==> config.mk <==
export PLATFORM = sky130hd
export DESIGN_NAME = dcache_tbus_responder
export DESIGN_NICKNAME = d
export VERILOG_FILES = /design/src/rtl/dcache_tbus_responder_pkg.sv /design/src/rtl/dcache_tbus_responder.sv
export SDC_FILE = /design/constraint.sdc
export NUM_CORES = 2
export LEC_CHECK = 0
export CAP_MARGIN = 40
export CORE_AREA = 2 2 454 456
export CTS_BUF_LIST = sky130_fd_sc_hd__clkbuf_8 sky130_fd_sc_hd__clkbuf_16
export CTS_CLUSTER_SIZE = 24
export DETAILED_ROUTE_END_ITERATION = 8
export DIE_AREA = 0 0 456 458
export SLEW_MARGIN = 10
export SYNTH_ARGS = -nofsm -noshare
export SYNTH_HDL_FRONTEND = slang
export SYNTH_SLANG_ARGS = --single-unit
==> constraint.sdc <==
create_clock -name clk -period 3.1 [get_ports clk]
set_input_delay 0.93 -clock clk [delete_from_list [all_inputs] [get_ports clk]]
set_output_delay 0.93 -clock clk [all_outputs]
set_load 0.01 [all_outputs]
==> src/rtl/dcache_tbus_responder_pkg.sv <==
// Shared types for the D-cache tbus responder: line geometry, the tbus
// (cache side) and cbus (memory side) request/response structs, the cbus
// size/length encodings and the responder state enum.
`timescale 1ns/1ps

package dcache_tbus_responder_pkg;

   // Words per cache line and byte-offset bits within a line.
   localparam int Dcacheline_len     = 16;
   localparam int DCACHE_OFFSET_BITS = 6;
   localparam int ADDR_W             = 32;
   localparam int WORD_W             = 32;

   typedef logic [ADDR_W-1:0] addr_t;
   typedef logic [WORD_W-1:0] word_t;
   typedef logic [3:0]        strb_t;
   typedef word_t [Dcacheline_len-1:0] line_t;

   // Bytes per beat on cbus.
   typedef enum logic [2:0] {
      MSIZE1 = 3'd0,
      MSIZE2 = 3'd1,
      MSIZE4 = 3'd2
   } msize_t;

   // Burst length on cbus, encoded as beats minus one.
   typedef enum logic [3:0] {
      MLEN1  = 4'd0,
      MLEN2  = 4'd1,
      MLEN4  = 4'd3,
      MLEN8  = 4'd7,
      MLEN16 = 4'd15
   } mlen_t;

   typedef struct packed {
      logic   valid;
      logic   is_write;
      msize_t size;
      addr_t  addr;
      strb_t  strobe;
      line_t  data;
      logic   is_uncached;
   } tbus_req_t;

   typedef struct packed {
      logic  data_ok;
      line_t data;
   } tbus_resp_t;

   typedef struct packed {
      logic   valid;
      logic   is_write;
      msize_t size;
      addr_t  addr;
      strb_t  strobe;
      word_t  data;
      mlen_t  len;
   } cbus_req_t;

   typedef struct packed {
      logic  ready;
      logic  last;
      word_t data;
   } cbus_resp_t;

   typedef enum logic [1:0] {
      IDLE   = 2'd0,
      RBURST = 2'd1,
      WBURST = 2'd2,
      RESP   = 2'd3
   } resp_state_t;

endpackage

==> src/rtl/dcache_tbus_responder.sv <==
// Responder end of the D-cache tbus. Each accepted request (line read,
// line writeback or uncached single access) is replayed as a word-wide
// burst on cbus; completion goes back to the cache as a one-cycle data_ok,
// carrying the whole line for line reads.
`timescale 1ns/1ps

module dcache_tbus_responder
   import dcache_tbus_responder_pkg::*;
#(
   parameter int LINE_WORDS  = Dcacheline_len,
   parameter int OFFSET_BITS = DCACHE_OFFSET_BITS
) (
   input  logic       clk,
   input  logic       reset,
   input  tbus_req_t  treq,
   output tbus_resp_t tresp,
   output cbus_req_t  creq,
   input  cbus_resp_t cresp
);

   localparam int                   BEAT_BITS   = $clog2(LINE_WORDS);
   localparam logic [BEAT_BITS-1:0] BEAT_MAX    = BEAT_BITS'(LINE_WORDS - 1);
   localparam addr_t                OFFSET_MASK = addr_t'((1 << OFFSET_BITS) - 1);

   resp_state_t          state;
   resp_state_t          state_next;
   logic [BEAT_BITS-1:0] beat;
   logic [BEAT_BITS-1:0] beat_inc;
   line_t                line_buf;

   // Request fields captured at acceptance; cbus is driven only from these
   // so treq never reaches creq combinationally.
   addr_t                req_addr;
   msize_t               req_size;
   strb_t                req_strobe;
   mlen_t                req_len;
   logic                 req_write;
   logic                 req_uncached;

   // Beat counter sticks at the last word so extra beats just land on it.
   assign beat_inc = (beat == BEAT_MAX) ? beat : beat + BEAT_BITS'(1);

   // State register; reset abandons any burst in flight without a data_ok.
   always_ff @(posedge clk) begin
      if (reset) begin
         state <= IDLE;
      end else begin
         state <= state_next;
      end
   end

   // Next-state logic: bursts end only on a ready&last handshake, and RESP
   // always falls back to IDLE so a new request is taken one cycle later.
   always_comb begin
      state_next = state;
      unique case (state)
         IDLE: begin
            if (treq.valid) begin
               state_next = treq.is_write ? WBURST : RBURST;
            end
         end
         RBURST, WBURST: begin
            if (cresp.ready && cresp.last) begin
               state_next = RESP;
            end
         end
         RESP: begin
            state_next = IDLE;
         end
         default: begin
            state_next = IDLE;
         end
      endcase
   end

   // Request latch, beat counter and line buffer: lines are aligned and sent
   // as full-word 16-beat bursts, uncached accesses pass through unchanged.
   always_ff @(posedge clk) begin
      if (reset) begin
         beat         <= '0;
         line_buf     <= '0;
         req_addr     <= '0;
         req_size     <= MSIZE1;
         req_strobe   <= '0;
         req_len      <= MLEN1;
         req_write    <= 1'b0;
         req_uncached <= 1'b0;
      end else begin
         unique case (state)
            IDLE: begin
               if (treq.valid) begin
                  beat         <= '0;
                  req_write    <= treq.is_write;
                  req_uncached <= treq.is_uncached;
                  if (treq.is_uncached) begin
                     req_addr   <= treq.addr;
                     req_size   <= treq.size;
                     req_strobe <= treq.strobe;
                     req_len    <= MLEN1;
                  end else begin
                     req_addr   <= treq.addr & ~OFFSET_MASK;
                     req_size   <= MSIZE4;
                     req_strobe <= 4'b1111;
                     req_len    <= MLEN16;
                  end
                  if (treq.is_write) begin
                     line_buf <= treq.data;
                  end
               end
            end
            RBURST: begin
               if (cresp.ready) begin
                  line_buf[beat] <= cresp.data;
                  beat           <= beat_inc;
               end
            end
            WBURST: begin
               if (cresp.ready) begin
                  beat <= beat_inc;
               end
            end
            default: begin
            end
         endcase
      end
   end

   // cbus request decode: valid follows the burst states, every other field
   // comes from the latched request and the line buffer.
   always_comb begin
      creq          = '0;
      creq.valid    = (state == RBURST) || (state == WBURST);
      creq.is_write = req_write;
      creq.size     = req_size;
      creq.addr     = req_addr;
      creq.strobe   = req_strobe;
      creq.len      = req_len;
      if (req_write) begin
         creq.data = line_buf[beat];
      end
   end

   // tbus response: data is only meaningful alongside data_ok and is zero
   // for writes; uncached reads return just the captured word 0.
   always_comb begin
      tresp = '0;
      if (state == RESP) begin
         tresp.data_ok = 1'b1;
         if (!req_write) begin
            if (req_uncached) begin
               tresp.data[0] = line_buf[0];
            end else begin
               tresp.data = line_buf;
            end
         end
      end
   end

endmodule

# Word-level counts from Yosys, hierarchy flattened
# Index checks and enable logic that the tools add are counted.
totals:
  regBits: 563
  latchBits: 0
  ramBits: 0
  romBits: 0
  in_bits: 590
  out_inout_bits: 590
  mem_count: 0
classes:
  n_addsub: 1
  multipliers: 0
  n_div: 0
  order_cmp: 2
  eq_ne: 10
  shift: 0
  muxes: 25
  n_bitwise: 0
  reduce_logical: 11
ops:
  columns: ["op", "n"]
  rows:
  - ["$mux W512", 4]
  - ["$pmux W512 S2", 1]
  - ["$mux W513", 1]
  - ["$bwmux W512", 1]
  - ["$mux W480", 1]
  - ["$bmux W32 S4", 1]
  - ["$demux W32 S4", 1]
  - ["$mux W32", 3]
  - ["$mux W4", 5]
  - ["$ne A2 B2 Y1 const B", 4]
  - ["$pmux W4 S2", 1]
  - ["$reduce_and A4 Y1", 2]
  - ["$mux W2", 3]
  - ["$mux W6", 1]
  - ["$pmux W2 S3", 1]
  - ["$lt A4 B5 Y1 const B", 1]
  - ["$add A4 B1 Y4 const B", 1]
  - ["$eq A2 B2 Y1 const B", 2]
  - ["$eq A4 B4 Y1 const B", 1]
  - ["$ge A4 B1 Y1 const B", 1]
  - ["$ne A2 B1 Y1 const B", 2]
  - ["$reduce_and A2 Y1", 2]
  - ["$reduce_bool A2 Y1", 2]
  - ["$mux W3", 1]
  - ["other kinds (5)", 6]

# Logic depth before layout (Yosys ltp)
logic_depth:
  ltp_word: 7
  depth_mapped: 10
  ltp_nobuf: 5

# Worst setup path before layout
# Ideal clock, no wire load.
synth_timing:
  path_kind: "register -> output"
  from: "reg state[0]"
  to: "out tresp[312] (netlist name)"
  arrival_ps: 1790
  required_ps: 2170
  path_slack_ps: 380
  path_stages_with_launch: 8
  path_buffers: 3
  path_cell_list: "dfxtp_1 -> ha_1 -> nor2b_1 -> nor2b_1 -> buf_2 -> buf_2 -> clkbuf_1 -> and2_1"
synth_lines:
  columns: ["element", "line_no", "text"]
  rows:
  - ["from (decl)", "dcache_tbus_responder.sv:25", "resp_state_t state;"]
  - ["from (signal assigned)", "dcache_tbus_responder.sv:48", "state <= state_next;"]
  - ["to (decl)", "dcache_tbus_responder.sv:16", "output tbus_resp_t tresp,"]

==> flow_summary.toml <==
[status]
status = "finished, violations left"
failed_checks = "setup timing"

[global_routing]
grt_pass1_vias = 38580
grt_usage_pct = 29.05
antenna_found_initial = 118
grt_overflow_total = 0
grt_max_degree = 108
grt_pass1_wl_um = 402000

[yosys]
avgSynthCellArea_um2 = 8.654
ys_types = 40
synthesis.nets = 4243
synth-edff-count = 0
syn_area_um2 = 31550
synth-seq-area-share_pct = 35.54
synthCells = 3645
ys.warnings.count = 0
async_flop_share_pct = 0
yosys_most_used_dff = "dfxtp_1"
synth-seq-cells = 560

[clock_network]
clk_pin_slew_ns = 0.06
cts_max_path_buffers = 3
clock_sinks = 560
htree_levels = 3
cts_made_buffers = 79
clk_latency_ns = 0.77
cts_tree = "built"
postCtsHoldBufs = 0
ctsRootBufferMaster = "clkbuf_16"

[finish]
final_common_cell = "clkdlybuf4s50_1"
final_cell_mix = "678 x clkdlybuf4s50_1, 554 x dfxtp_1, 538 x o22ai_1"
drive_gt1_share_pct = 31.73
area_growth_syn_to_layout_pct = 79.98
fin_cells = 7819
n_fill_cell = 21450
finalNetCount = 5595

[worst_hold_path]
holdPathStages = 2
hp-start = "req_addr[5]"
hp-class = "flip-flop to flip-flop"
worstHoldEndpoint = "req_addr[5]"

[drt]
wl_met1_um = 124600
vias_per_cell = 5.264
postRouteAntennaNets = 0
wl_per_cell_um = 41.12
vias = 41160
highest-signal-layer = "met5"
routed_wl_um = 321500
drt_pre_antenna_iters = 8
met3_length_um = 31080
drt_iter0_markers = 5978
route.met2.wl_um = 138300
route.detailed.drc = 0

[timing]
tightest_slew_ns = 0.8989
timing.hold.ws_ns = 0.4536
finalCritPeriodShare_pct = 126.0
finalHoldViolCount = 0
worst_slack_ns = -0.8065
relSlewSlack_pct = 38.36
fin_crit_ns = 3.907
setup_viol_count_final = 539
max_freq_mhz = 256.0
finClkSkew_ns = 0.06729
rsz0062_at_grt = "true"
final_max_slew_viol_count = 0

[worst_setup_path]
r2r-end = "line_buf[30]"
reg2reg_depth = 11
r2r_slack_ns = 0.01
r2r-start = "beat[1]"
cp-start-kind = "flip-flop"
critPathArrivalTime_ns = 2.98
cp.required_ns = 2.17
worstPathMaxFanout = 19
criticalPathCategory = "flip-flop to primary output"
end_kind = "primary output"

[pwr]
peakVddDrop_v = 0.0005737
comb_power_share_pct = 50.4
switching_share_pct = 48.17
p_sw_w = 0.02476
pwr-share-seq_pct = 30.0
clkPwrFrac_pct = 19.6
power_w = 0.05140
p_int_w = 0.02664
cellPowerDensity_nw_per_um2 = 905.3
cellLeakagePower_nw = 21.61

[floorplanning]
dieArea_um2 = 208800
die_w_um = 456
fp.dieH_um = 458
start_util_pct = 15.48
placementRows = 166
pin_count = 1180
placeableCoreArea_um2 = 203800

[placed_design]
gp_congestion = 1.010
dp_hpwl_um = 252700
port_buffers = 1179
dpl.cell_count = 7460

[flow_run]
maxCapViolCount = 0
[layer usage]
layer	track usage [%]	vias to the layer above
met5	0	-
met4	21.03	34
met3	7.833	746
met2	43.65	3311
met1	35.67	20780
li1	-	16290
[synth_stat cells (3+ instances only)]
cell type | number | area (um^2)
nand2_1 | 72 | 270.3
o31ai_1 | 32 | 240.2
clkbuf_1 | 320 | 1201
inv_1 | 519 | 1948
nand3b_1 | 7 | 52.55
ha_1 | 8 | 100.1
nor3_1 | 8 | 40.04
a31oi_1 | 3 | 18.77
buf_6 | 56 | 630.6
nor3b_1 | 9 | 67.56
mux2i_1 | 65 | 650.6
a22o_1 | 32 | 280.3
mux4_2 | 64 | 1441
o211ai_1 | 19 | 142.6
a22oi_1 | 32 | 240.2
and3b_1 | 9 | 78.83
nand2b_1 | 37 | 231.5
mux2_2 | 64 | 720.7
and2_1 | 514 | 3216
buf_2 | 60 | 300.3
or3b_2 | 4 | 35.03
nor2_1 | 6 | 22.52
o22ai_1 | 544 | 3403
and3_1 | 5 | 31.28
nor2b_1 | 5 | 31.28
a221oi_1 | 512 | 4484
dfxtp_1 | 560 | 11210
a21oi_1 | 40 | 200.2
buf_4 | 6 | 45.04
nand3_1 | 11 | 55.05
buf_1 | 8 | 30.03
[state kept, by name, summed over array words and instances, names as in the netlist]
register	cells
beat	4
req_write	1
state	2
req_len	1
req_uncached	1
req_strobe	4
line_buf	512
req_size	3
req_addr	32
[per-stage QoR]
step	setup TNS, ns	util (%)	cell area, um^2	worst slack [ns]
after floorplan	0	-	31550	0.3799
after global placement	-11.68	24.84	50610	-0.8909
after detailed placement	-12.33	24.87	50660	-0.7148
after CTS	-316.28	27.31	55650	-0.9030
after global routing	-268.22	27.83	56700	-0.8141
final	-220.20	27.86	56770	-0.8065
[power by group through the flow]
| stage | sequential, W | clock, W | combinational, W |
|---|---|---|---|
| after detailed placement | 0.0151 | 0 | 0.0236 |
| after floorplan | 0.0116 | 0 | 0.0125 |
| after global placement | 0.0153 | 0 | 0.0233 |
| final | 0.0154 | 0.0101 | 0.0259 |
| after CTS | 0.0150 | 0.0102 | 0.0249 |
| after global routing | 0.0153 | 0.0104 | 0.0267 |
[critical path, cell delays in order, from the launching register on]
cell	delay, ns
dfxtp_2	0.47
buf_4	0.31
nand2_1	0.14
buf_12	0.18
buf_4	0.19
o22ai_1	0.49
o31ai_4	0.24
buf_12	0.18
[worst max-delay path by stage]
| stage | from | end | slack [ns] | cells past startpoint |
|---|---|---|---|---|
| 2_1_floorplan | state[0] | tresp[312] | 0.38 | 7 |
| 5_1_grt | beat[0] | creq[16] | -0.81 | 7 |
| 3_3_place_gp | beat[1] | creq[10] | -0.89 | 6 |
| 3_5_place_dp | beat[0] | creq[25] | -0.71 | 7 |
| 6_report | beat[2] | creq[10] | -0.81 | 7 |
| 4_1_cts | beat[0] | creq[19] | -0.90 | 8 |
[layout make-up]
cell class	count	area [um^2]	area share [%]
Antenna cell	73	182.7	0.3218
Multi-Input combinational cell	2117	17380	30.61
Clock buffer	98	2238	3.943
Timing Repair Buffer	1720	19890	35.03
Clock inverter	44	554.3	0.9763
Inverter	519	1948	3.431
Sequential cell	560	11220	19.77
Tap cell	2688	3363	5.924
[cells by family (layout without fill, tap and decap cells)]
group / count (synthesis) / after routing / share of synthesized area [%]
AOI/OAI and AO/OA: 1220 / 1220 / 28.74
buffers and inverters: 969 / 2381 / 13.17
DFF: 560 / 560 / 35.54
adders and majority gates: 8 / 8 / 0.3173
and+or+nand+nor: 694 / 695 / 13.27
muxes: 194 / 194 / 8.964
other: 0 / 73 / 0
[timing repair]
action / CTS / global route
resized for setup: 921 / 536
setup endpoints to repair: 547 / 546
hold endpoints to repair: 0 / 0
gates cloned: 26 / 12
buffers inserted: 75 / 59
pin swaps: 36 / 29
Power figures use the tool's default switching activity.
